### config.mk
export PLATFORM = sky130hd
export DESIGN_NAME = lsq
export DESIGN_NICKNAME = d
export VERILOG_FILES = /design/src/rtl/lsq.sv
export SDC_FILE = /design/constraint.sdc
export NUM_CORES = 1
export LEC_CHECK = 0
export CAP_MARGIN = 40
export CORE_ASPECT_RATIO = 1.25
export CORE_UTILIZATION = 40
export CTS_CLUSTER_SIZE = 16
export DETAILED_ROUTE_END_ITERATION = 7
export GPL_TIMING_DRIVEN = 0
export PLACE_DENSITY = 0.75
export REMOVE_ABC_BUFFERS = 1
export SYNTH_ARGS = -nofsm -noshare
export SYNTH_HDL_FRONTEND = slang
export SYNTH_SLANG_ARGS = --single-unit
### constraint.sdc
create_clock -name clk_i -period 5.1 [get_ports clk_i]
set_clock_uncertainty 0.2 [all_clocks]
set_input_delay 1.02 -clock clk_i [delete_from_list [all_inputs] [get_ports clk_i]]
set_output_delay 1.02 -clock clk_i [all_outputs]
set_load 0.02 [all_outputs]
### src/rtl/lsq.sv
// lsq: in-order load/store queue issuing one memory op at a time on the dreq/drsp bus.
// Optional macro LSQ_MISALIGN_TRAP_EN: trap misaligned accesses instead of force-aligning them.
module lsq #(
  parameter int C_XLEN    = 32,
  parameter int C_DEPTH_X = 2
) (
  input  logic              clk_i,
  input  logic              reset_i,
  input  logic              clk_en_i,
  output logic              ex_full_o,
  input  logic              ex_lq_wr_i,
  input  logic              ex_sq_wr_i,
  input  logic [2:0]        ex_funct3_i,
  input  logic [4:0]        ex_regd_addr_i,
  input  logic [C_XLEN-1:0] ex_regs2_data_i,
  input  logic [C_XLEN-1:0] ex_addr_i,
  input  logic              dreqready_i,
  output logic              dreqvalid_o,
  output logic [1:0]        dreqhpl_o,
  output logic [C_XLEN-1:0] dreqaddr_o,
  output logic              dreqwr_o,
  output logic [3:0]        dreqbe_o,
  output logic [C_XLEN-1:0] dreqdata_o,
  output logic              drspready_o,
  input  logic              drspvalid_i,
  input  logic              drsprerr_i,
  input  logic              drspwerr_i,
  input  logic [C_XLEN-1:0] drspdata_i,
  output logic              ids_reg_wr_o,
  output logic [4:0]        ids_reg_addr_o,
  output logic [C_XLEN-1:0] ids_reg_data_o,
  output logic              hvec_err_o,
  output logic [1:0]        hvec_cause_o,
  output logic [C_XLEN-1:0] hvec_addr_o
);

  localparam int                   C_DEPTH   = 1 << C_DEPTH_X;
  localparam logic [C_DEPTH_X:0]   C_FULL    = (C_DEPTH_X+1)'(C_DEPTH);
  localparam logic [C_DEPTH_X:0]   C_CNT_ONE = (C_DEPTH_X+1)'(1'b1);
  localparam logic [C_DEPTH_X-1:0] C_PTR_ONE = C_DEPTH_X'(1'b1);

  typedef enum logic [1:0] {S_IDLE = 2'd0, S_REQ = 2'd1, S_RSP = 2'd2} state_t;

  // Access size: 0 byte, 1 half, 2 word; anything not a legal B/H encoding is a word.
  function automatic logic [1:0] f_size(input logic wr, input logic [2:0] f3);
    logic [1:0] sz;
    case (f3)
      3'b000:  sz = 2'd0;
      3'b001:  sz = 2'd1;
      3'b100:  sz = wr ? 2'd2 : 2'd0;
      3'b101:  sz = wr ? 2'd2 : 2'd1;
      default: sz = 2'd2;
    endcase
    return sz;
  endfunction

  logic                 r_q_wr   [C_DEPTH];
  logic [2:0]           r_q_f3   [C_DEPTH];
  logic [4:0]           r_q_rd   [C_DEPTH];
  logic [C_XLEN-1:0]    r_q_data [C_DEPTH];
  logic [C_XLEN-1:0]    r_q_addr [C_DEPTH];
  logic [C_DEPTH_X-1:0] r_wptr, r_rptr;
  logic [C_DEPTH_X:0]   r_count, w_count_nx;
  state_t               r_state, w_state_nx;

  logic              r_full, r_dreqvalid, r_dreqwr, r_drspready, r_ids_wr, r_hvec_err;
  logic [3:0]        r_dreqbe;
  logic [4:0]        r_ids_addr;
  logic [1:0]        r_hvec_cause;
  logic [C_XLEN-1:0] r_dreqaddr, r_dreqdata, r_ids_data, r_hvec_addr;

  logic              w_push, w_pop, w_trap, w_go_req, w_req_ack, w_rsp_done, w_trap_pop;
  logic              w_h_wr;
  logic [2:0]        w_h_f3;
  logic [4:0]        w_h_rd;
  logic [1:0]        w_size;
  logic [3:0]        w_be;
  logic [C_XLEN-1:0] w_h_data, w_h_addr, w_eff, w_wdat, w_shift, w_ldat;

  assign w_h_wr   = r_q_wr[r_rptr];
  assign w_h_f3   = r_q_f3[r_rptr];
  assign w_h_rd   = r_q_rd[r_rptr];
  assign w_h_data = r_q_data[r_rptr];
  assign w_h_addr = r_q_addr[r_rptr];
  assign w_size   = f_size(w_h_wr, w_h_f3);
  assign w_push   = (ex_lq_wr_i || ex_sq_wr_i) && (r_count != C_FULL);

`ifdef LSQ_MISALIGN_TRAP_EN
  assign w_trap = ((w_size == 2'd1) && w_h_addr[0]) ||
                  ((w_size == 2'd2) && (w_h_addr[1:0] != 2'b00));
  assign w_eff  = w_h_addr;
`else
  assign w_trap = 1'b0;
  // Force natural alignment by clearing the low address bits.
  always_comb begin
    w_eff = w_h_addr;
    case (w_size)
      2'd1:    w_eff = {w_h_addr[C_XLEN-1:1], 1'b0};
      2'd2:    w_eff = {w_h_addr[C_XLEN-1:2], 2'b00};
      default: w_eff = w_h_addr;
    endcase
  end
`endif

  // Store byte enables and lane-replicated data; loads read the full word.
  always_comb begin
    w_be   = 4'b1111;
    w_wdat = {C_XLEN{1'b0}};
    if (w_h_wr) begin
      case (w_size)
        2'd0:    begin w_be = 4'b0001 << w_eff[1:0]; w_wdat = {4{w_h_data[7:0]}}; end
        2'd1:    begin w_be = w_eff[1] ? 4'b1100 : 4'b0011; w_wdat = {2{w_h_data[15:0]}}; end
        default: begin w_be = 4'b1111; w_wdat = w_h_data; end
      endcase
    end else begin
      w_be   = 4'b1111;
      w_wdat = {C_XLEN{1'b0}};
    end
  end

  assign w_shift = drspdata_i >> {w_eff[1:0], 3'b000};

  // Load data extension: funct3[2] selects zero-extension for B/H.
  always_comb begin
    w_ldat = w_shift;
    case (w_size)
      2'd0:    w_ldat = w_h_f3[2] ? {{(C_XLEN-8){1'b0}}, w_shift[7:0]}
                                  : {{(C_XLEN-8){w_shift[7]}}, w_shift[7:0]};
      2'd1:    w_ldat = w_h_f3[2] ? {{(C_XLEN-16){1'b0}}, w_shift[15:0]}
                                  : {{(C_XLEN-16){w_shift[15]}}, w_shift[15:0]};
      default: w_ldat = w_shift;
    endcase
  end

  // FSM next state and one-cycle event flags.
  always_comb begin
    w_state_nx = r_state;
    w_go_req   = 1'b0;
    w_req_ack  = 1'b0;
    w_rsp_done = 1'b0;
    w_trap_pop = 1'b0;
    case (r_state)
      S_IDLE: begin
        if (r_count != {(C_DEPTH_X+1){1'b0}}) begin
          if (w_trap) begin
            w_trap_pop = 1'b1;
            w_state_nx = S_IDLE;
          end else begin
            w_go_req   = 1'b1;
            w_state_nx = S_REQ;
          end
        end else begin
          w_state_nx = S_IDLE;
        end
      end
      S_REQ: begin
        if (dreqready_i) begin
          w_req_ack  = 1'b1;
          w_state_nx = S_RSP;
        end else begin
          w_state_nx = S_REQ;
        end
      end
      S_RSP: begin
        if (drspvalid_i) begin
          w_rsp_done = 1'b1;
          w_state_nx = S_IDLE;
        end else begin
          w_state_nx = S_RSP;
        end
      end
      default: w_state_nx = S_IDLE;
    endcase
  end

  assign w_pop = w_trap_pop || w_rsp_done;

  // Occupancy update; simultaneous push and pop leaves the count unchanged.
  always_comb begin
    case ({w_push, w_pop})
      2'b10:   w_count_nx = r_count + C_CNT_ONE;
      2'b01:   w_count_nx = r_count - C_CNT_ONE;
      default: w_count_nx = r_count;
    endcase
  end

  // Queue payload storage; contents are meaningless while the slot is empty.
  always_ff @(posedge clk_i) begin
    if (clk_en_i && w_push) begin
      r_q_wr[r_wptr]   <= ex_sq_wr_i;
      r_q_f3[r_wptr]   <= ex_funct3_i;
      r_q_rd[r_wptr]   <= ex_regd_addr_i;
      r_q_data[r_wptr] <= ex_regs2_data_i;
      r_q_addr[r_wptr] <= ex_addr_i;
    end
  end

  // Control state, bus request/response handshake and result strobes.
  always_ff @(posedge clk_i or posedge reset_i) begin
    if (reset_i) begin
      r_state      <= S_IDLE;
      r_wptr       <= {C_DEPTH_X{1'b0}};
      r_rptr       <= {C_DEPTH_X{1'b0}};
      r_count      <= {(C_DEPTH_X+1){1'b0}};
      r_full       <= 1'b0;
      r_dreqvalid  <= 1'b0;
      r_dreqaddr   <= {C_XLEN{1'b0}};
      r_dreqwr     <= 1'b0;
      r_dreqbe     <= 4'b0000;
      r_dreqdata   <= {C_XLEN{1'b0}};
      r_drspready  <= 1'b0;
      r_ids_wr     <= 1'b0;
      r_ids_addr   <= 5'd0;
      r_ids_data   <= {C_XLEN{1'b0}};
      r_hvec_err   <= 1'b0;
      r_hvec_cause <= 2'd0;
      r_hvec_addr  <= {C_XLEN{1'b0}};
    end else if (clk_en_i) begin
      r_state    <= w_state_nx;
      r_count    <= w_count_nx;
      r_full     <= (w_count_nx == C_FULL);
      r_ids_wr   <= 1'b0;
      r_hvec_err <= 1'b0;
      if (w_push) r_wptr <= r_wptr + C_PTR_ONE;
      if (w_pop)  r_rptr <= r_rptr + C_PTR_ONE;
      if (w_trap_pop) begin
        r_hvec_err   <= 1'b1;
        r_hvec_cause <= w_h_wr ? 2'd3 : 2'd2;
        r_hvec_addr  <= w_h_addr;
      end
      if (w_go_req) begin
        r_dreqvalid <= 1'b1;
        r_dreqaddr  <= {w_eff[C_XLEN-1:2], 2'b00};
        r_dreqwr    <= w_h_wr;
        r_dreqbe    <= w_be;
        r_dreqdata  <= w_wdat;
      end
      if (w_req_ack) begin
        r_dreqvalid <= 1'b0;
        r_drspready <= 1'b1;
      end
      if (w_rsp_done) begin
        r_drspready <= 1'b0;
        if (w_h_wr ? drspwerr_i : drsprerr_i) begin
          r_hvec_err   <= 1'b1;
          r_hvec_cause <= w_h_wr ? 2'd1 : 2'd0;
          r_hvec_addr  <= w_h_addr;
        end else if (!w_h_wr && (w_h_rd != 5'd0)) begin
          r_ids_wr   <= 1'b1;
          r_ids_addr <= w_h_rd;
          r_ids_data <= w_ldat;
        end
      end
    end
  end

  assign ex_full_o      = r_full;
  assign dreqvalid_o    = r_dreqvalid;
  assign dreqhpl_o      = 2'b11;
  assign dreqaddr_o     = r_dreqaddr;
  assign dreqwr_o       = r_dreqwr;
  assign dreqbe_o       = r_dreqbe;
  assign dreqdata_o     = r_dreqdata;
  assign drspready_o    = r_drspready;
  assign ids_reg_wr_o   = r_ids_wr;
  assign ids_reg_addr_o = r_ids_addr;
  assign ids_reg_data_o = r_ids_data;
  assign hvec_err_o     = r_hvec_err;
  assign hvec_cause_o   = r_hvec_cause;
  assign hvec_addr_o    = r_hvec_addr;

endmodule
==> run_summary.xml <==
<?xml version="1.0" encoding="UTF-8"?>
<metrics>
  <group name="routing">
    <metric name="drt-pass1-iter-count" unit="">6</metric>
    <metric name="vias" unit="">10080</metric>
    <metric name="viasPerCell" unit="">5.274</metric>
    <metric name="drt-total-wl" unit="um">40410</metric>
    <metric name="ant_nets" unit="">0</metric>
    <metric name="route.detailed.wl_per_inst" unit="um">21.14</metric>
    <metric name="initialDrtViolationCount" unit="">559</metric>
    <metric name="post-route-drc-count" unit="">0</metric>
  </group>
  <group name="worst_setup_path">
    <metric name="r2r_end" unit="">ids_reg_data_o[24]</metric>
    <metric name="crit_chain" unit="">buf_16, buf_16, mux4_2, a21oi_1, o211a_1, ha_1, o21ai_4, a21oi_2, a32oi_4, a41oi_1</metric>
    <metric name="critical_path_required" unit="ns">5.35</metric>
    <metric name="critical_path.max_stage_delay" unit="ns">0.82</metric>
    <metric name="critical_path_peak_fanout" unit="">39</metric>
    <metric name="rrSetupSlack" unit="ns">0.31</metric>
    <metric name="crit_path_top_delay_cell" unit="">sky130_fd_sc_hd__mux4_2</metric>
    <metric name="critPathLaunchType" unit="">register</metric>
    <metric name="r2r_cells" unit="">10</metric>
    <metric name="worst-setup-path-type" unit="">register to register</metric>
    <metric name="crit_path_end_kind" unit="">register</metric>
    <metric name="r2r-start" unit="">r_rptr[0]</metric>
    <metric name="worst-endpoint-arrival" unit="ns">5.04</metric>
    <metric name="most_repeated_library_cell_on_the_critical_path" unit="">sky130_fd_sc_hd__buf_16</metric>
  </group>
  <group name="floorplan">
    <metric name="core" unit="mm^2">0.04297</metric>
    <metric name="io_pins" unit="">260</metric>
    <metric name="floorplan.rows" unit="">85</metric>
    <metric name="die_area" unit="mm^2">0.04427</metric>
    <metric name="start_util" unit="%">40.43</metric>
    <metric name="chip_height" unit="um">235.0</metric>
    <metric name="floorplan_die_width" unit="um">188.4</metric>
  </group>
  <group name="worst_hold_path">
    <metric name="worstHoldPathType" unit="">register to register</metric>
    <metric name="hold_depth" unit="">2</metric>
    <metric name="worst_hold_startpoint" unit="">dreqdata_o[0]</metric>
    <metric name="worst_hold_path.endpoint" unit="">dreqdata_o[0]</metric>
  </group>
  <group name="place">
    <metric name="gp_routability_congestion" unit="">0.7735</metric>
    <metric name="place.port_buffers" unit="">254</metric>
    <metric name="dpl.hpwl" unit="um">25960</metric>
    <metric name="post_place_setup_slack" unit="ns">-0.001563</metric>
  </group>
  <group name="synth">
    <metric name="synth_mux_area_share" unit="%">14.89</metric>
    <metric name="main_combinational_cell_family_by_area_after_synthesis" unit="">multiplexers</metric>
    <metric name="yosys.area_share.xor_xnor" unit="%">0.3529</metric>
    <metric name="synth_warnings" unit="">0</metric>
    <metric name="portion_of_synthesized_cell_area_occupied_by_the_leading_cell_type" unit="%">50.47</metric>
    <metric name="yosysSeqAreaShare" unit="%">72.22</metric>
    <metric name="yosysTopAreaCell" unit="">sky130_fd_sc_hd__edfxtp_1</metric>
    <metric name="synth_async_sr_flop_share" unit="%">34.09</metric>
    <metric name="ys_top_cells_by_count" unit="">292 x sky130_fd_sc_hd__edfxtp_1, 165 x sky130_fd_sc_hd__nand2_1, 151 x sky130_fd_sc_hd__dfrtp_1, 79 x sky130_fd_sc_hd__mux4_2, 53 x sky130_fd_sc_hd__mux2_2</metric>
    <metric name="yosys.cell_types.count" unit="">46</metric>
    <metric name="cell_types_occupying_the_most_area_after_synthesis" unit="">sky130_fd_sc_hd__edfxtp_1 50%, sky130_fd_sc_hd__dfrtp_1 22%, sky130_fd_sc_hd__mux4_2 10%</metric>
    <metric name="synth_enable_flop_cells" unit="">292</metric>
    <metric name="synthSimpleGateAreaFrac" unit="%">5.546</metric>
    <metric name="post_synth_instance_area" unit="mm^2">0.01737</metric>
    <metric name="yosys_register_bits" unit="">443</metric>
    <metric name="average_size_of_a_mapped_cell" unit="um^2">16.82</metric>
    <metric name="yosys_most_used_dff" unit="">sky130_fd_sc_hd__edfxtp_1</metric>
    <metric name="yosys.cell_count.top_type" unit="">sky130_fd_sc_hd__edfxtp_1</metric>
    <metric name="synth_area_in_adders" unit="%">0.6194</metric>
    <metric name="post_synth_inst_count" unit="">1033</metric>
    <metric name="synth_compound_area_share" unit="%">4.444</metric>
  </group>
  <group name="cells_and_area">
    <metric name="design.final.nets" unit="">1424</metric>
    <metric name="final_util" unit="%">52.50</metric>
    <metric name="drive_above_1_share" unit="%">18.96</metric>
    <metric name="layout-area-overhead-vs-synth" unit="%">29.85</metric>
    <metric name="filler_cell_count" unit="">3496</metric>
  </group>
  <group name="clock_tree">
    <metric name="clk_slew_on_worst_s_h_paths" unit="ns">0.07</metric>
    <metric name="clk-insertion-delay-late" unit="ns">0.56</metric>
    <metric name="ctsHtreeMaxLevel" unit="">2</metric>
    <metric name="tritoncts" unit="">yes</metric>
    <metric name="cts_inserted_buffers" unit="">45</metric>
    <metric name="clockBufferDepth" unit="">3</metric>
    <metric name="tritoncts_num_sinks" unit="">443</metric>
    <metric name="root_buffer" unit="">sky130_fd_sc_hd__clkbuf_16</metric>
  </group>
  <group name="grt">
    <metric name="grt_antenna_before_repair" unit="">8</metric>
    <metric name="grt.total_usage" unit="%">18.44</metric>
    <metric name="globalRouteOverflowTotal" unit="">0</metric>
    <metric name="grt_pass1_vias" unit="">10610</metric>
    <metric name="grt_pass1_wl" unit="um">62240</metric>
    <metric name="largest_net_degree_at_the_start_of_global_routing" unit="">90</metric>
  </group>
  <group name="flow_run">
    <metric name="cap_viol_max_count" unit="">0</metric>
  </group>
  <group name="status">
    <metric name="run_status" unit="">finished, final reports clean</metric>
  </group>
  <group name="sta">
    <metric name="fin_worst_hold_slack" unit="ns">0.2705</metric>
    <metric name="worst_slew_pin_slew" unit="ns">0.7348</metric>
    <metric name="final_max_slew_viol_count" unit="">0</metric>
    <metric name="report.final.setup_viol" unit="">0</metric>
    <metric name="timing.final.crit_share" unit="%">94.00</metric>
    <metric name="finalHoldViolCount" unit="">0</metric>
    <metric name="timing.fmax" unit="GHz">0.2086</metric>
    <metric name="rsz0062_at_grt" unit="">no</metric>
    <metric name="post-route-worst-setup-slack" unit="ns">0.3059</metric>
    <metric name="remaining_max_slew_budget_at_the_tightest_pin" unit="%">50.75</metric>
    <metric name="post-route-min-period" unit="ns">4.794</metric>
  </group>
  <group name="power_and_ir_drop">
    <metric name="power_per_cell_area" unit="mW/mm^2">628.1</metric>
    <metric name="power.ir.vdd_worst" unit="uV">386.3</metric>
    <metric name="design_power_total" unit="mW">14.17</metric>
    <metric name="leakagePower" unit="nW">8.319</metric>
  </group>
</metrics>
[metal layers]
layer	global-route usage [%]	share of wire (%)	routed length, um
met2	32.08	53	21270
met3	3.167	5.2	2105
met4	6.403	2.1	868
met5	0	0.057	23
met1	23.15	40	16140
[area by class of cell]
cell class	count	area, um^2	share of cell area [%]
Inverter	11	48.80	0.2163
Antenna cell	6	15.01	0.06656
Clock inverter	30	420.4	1.864
Clock buffer	54	1221	5.413
Sequential cell	443	12550	55.65
Multi-Input combinational cell	521	4554	20.19
Tap cell	565	706.9	3.134
Timing Repair Buffer	281	3038	13.47
[worst max-delay path by stage]
stage / start / end / slack, ns / cells past startpoint
final: r_rptr[0] / ids_reg_data_o[24] / 0.31 / 10
after detailed placement: r_rptr[0] / ids_reg_data_o[28] / -0.002 / 10
after floorplan: r_rptr[0] / ids_reg_data_o[16] / -1.51 / 8
after global placement: clk_en_i / dreqbe_o[1] / -5.97 / 5
after CTS: r_rptr[0] / ids_reg_data_o[24] / 0.13 / 10
after global routing: r_rptr[0] / ids_reg_data_o[17] / 0.06 / 10
[power breakdown]
part / switching [mW] / internal (mW) / leakage (nW) / total (mW)
Clock: 1.43 / 2.14 / 0.768 / 3.57
Combinational: 2.95 / 2.48 / 2.97 / 5.43
Sequential: 0.430 / 4.74 / 4.58 / 5.17
[through the flow]
step	TNS, ns	cell area, um^2	cells
final	0	22560	1911
after global routing	0	22560	1911
after CTS	0	22540	1905
after detailed placement	-0.001563	20890	1821
after global placement	-1223.30	20350	1794
after floorplan	-131.68	17100	975
[cells in the final DEF, fill, tap and decap left out, types with 4 or more instances in the layout]
master / n
sky130_fd_sc_hd__clkbuf_8: 4
sky130_fd_sc_hd__mux4_2: 79
sky130_fd_sc_hd__edfxtp_1: 292
sky130_fd_sc_hd__buf_6: 8
sky130_fd_sc_hd__nand3_1: 10
sky130_fd_sc_hd__o21ai_0: 31
sky130_fd_sc_hd__buf_16: 11
sky130_fd_sc_hd__a22oi_1: 7
sky130_fd_sc_hd__nand2_1: 164
sky130_fd_sc_hd__mux2_2: 53
sky130_fd_sc_hd__buf_8: 4
sky130_fd_sc_hd__nor3_1: 4
sky130_fd_sc_hd__a32oi_1: 8
sky130_fd_sc_hd__nor2_1: 41
sky130_fd_sc_hd__a31oi_1: 10
sky130_fd_sc_hd__clkinvlp_4: 10
sky130_fd_sc_hd__inv_1: 10
sky130_fd_sc_hd__dfrtp_1: 149
sky130_fd_sc_hd__a41oi_1: 16
sky130_fd_sc_hd__ha_1: 7
sky130_fd_sc_hd__clkdlybuf4s50_1: 254
sky130_fd_sc_hd__a21oi_1: 19
sky130_fd_sc_hd__clkbuf_16: 46
sky130_fd_sc_hd__clkbuf_1: 4
sky130_fd_sc_hd__a22o_1: 7
sky130_fd_sc_hd__diode_2: 6
sky130_fd_sc_hd__xnor2_1: 7
sky130_fd_sc_hd__mux2i_1: 11
sky130_fd_sc_hd__bufinv_16: 8
sky130_fd_sc_hd__conb_1: 5
sky130_fd_sc_hd__and2_4: 4
sky130_fd_sc_hd__mux2_1: 9
[critical path, delay by kind of cell, from the launching register on]
family | cells | cell delay (ns)
adders and majority gates | 1 | 0.53
AOI/OAI and AO/OA | 6 | 2.09
DFF | 1 | 0.43
buffers and inverters | 2 | 0.59
muxes | 1 | 0.82
[logic make-up (layout without fill, tap and decap cells)]
logic type	count (synthesis)	count (layout)
multiplexers	152	152
AND/OR/NAND/NOR	239	239
flip-flops	443	443
other	2	11
adder cells (fa/ha/maj)	8	8
XOR/XNOR	7	7
buffers and inverters	72	376
AO/OA/AOI/OAI	110	110
[flip-flops by register name, indices dropped and copies added (netlist names)]
name            flops
hvec_addr_o        32
hvec_err_o          1
dreqwr_o            1
dreqdata_o         32
r_q_wr              4
dreqaddr_o         30
ids_reg_data_o     32
r_q_rd             20
r_rptr              2
ids_reg_wr_o        1
drspready_o         1
dreqbe_o            4
r_q_f3             12
ids_reg_addr_o      5
hvec_cause_o        1
r_state             2
ex_full_o           1
r_wptr              2
dreqvalid_o         1
r_count             3
r_q_data          128
r_q_addr          128
[timing repair]
item / in CTS / in global routing
resized for setup: 1 / 1
gates cloned: 0 / 0
endpoints found under the setup margin: 16 / 16
hold buffers: 0 / 0
setup buffers: 0 / 0
No activity file was read; power rests on OpenSTA's default activity.
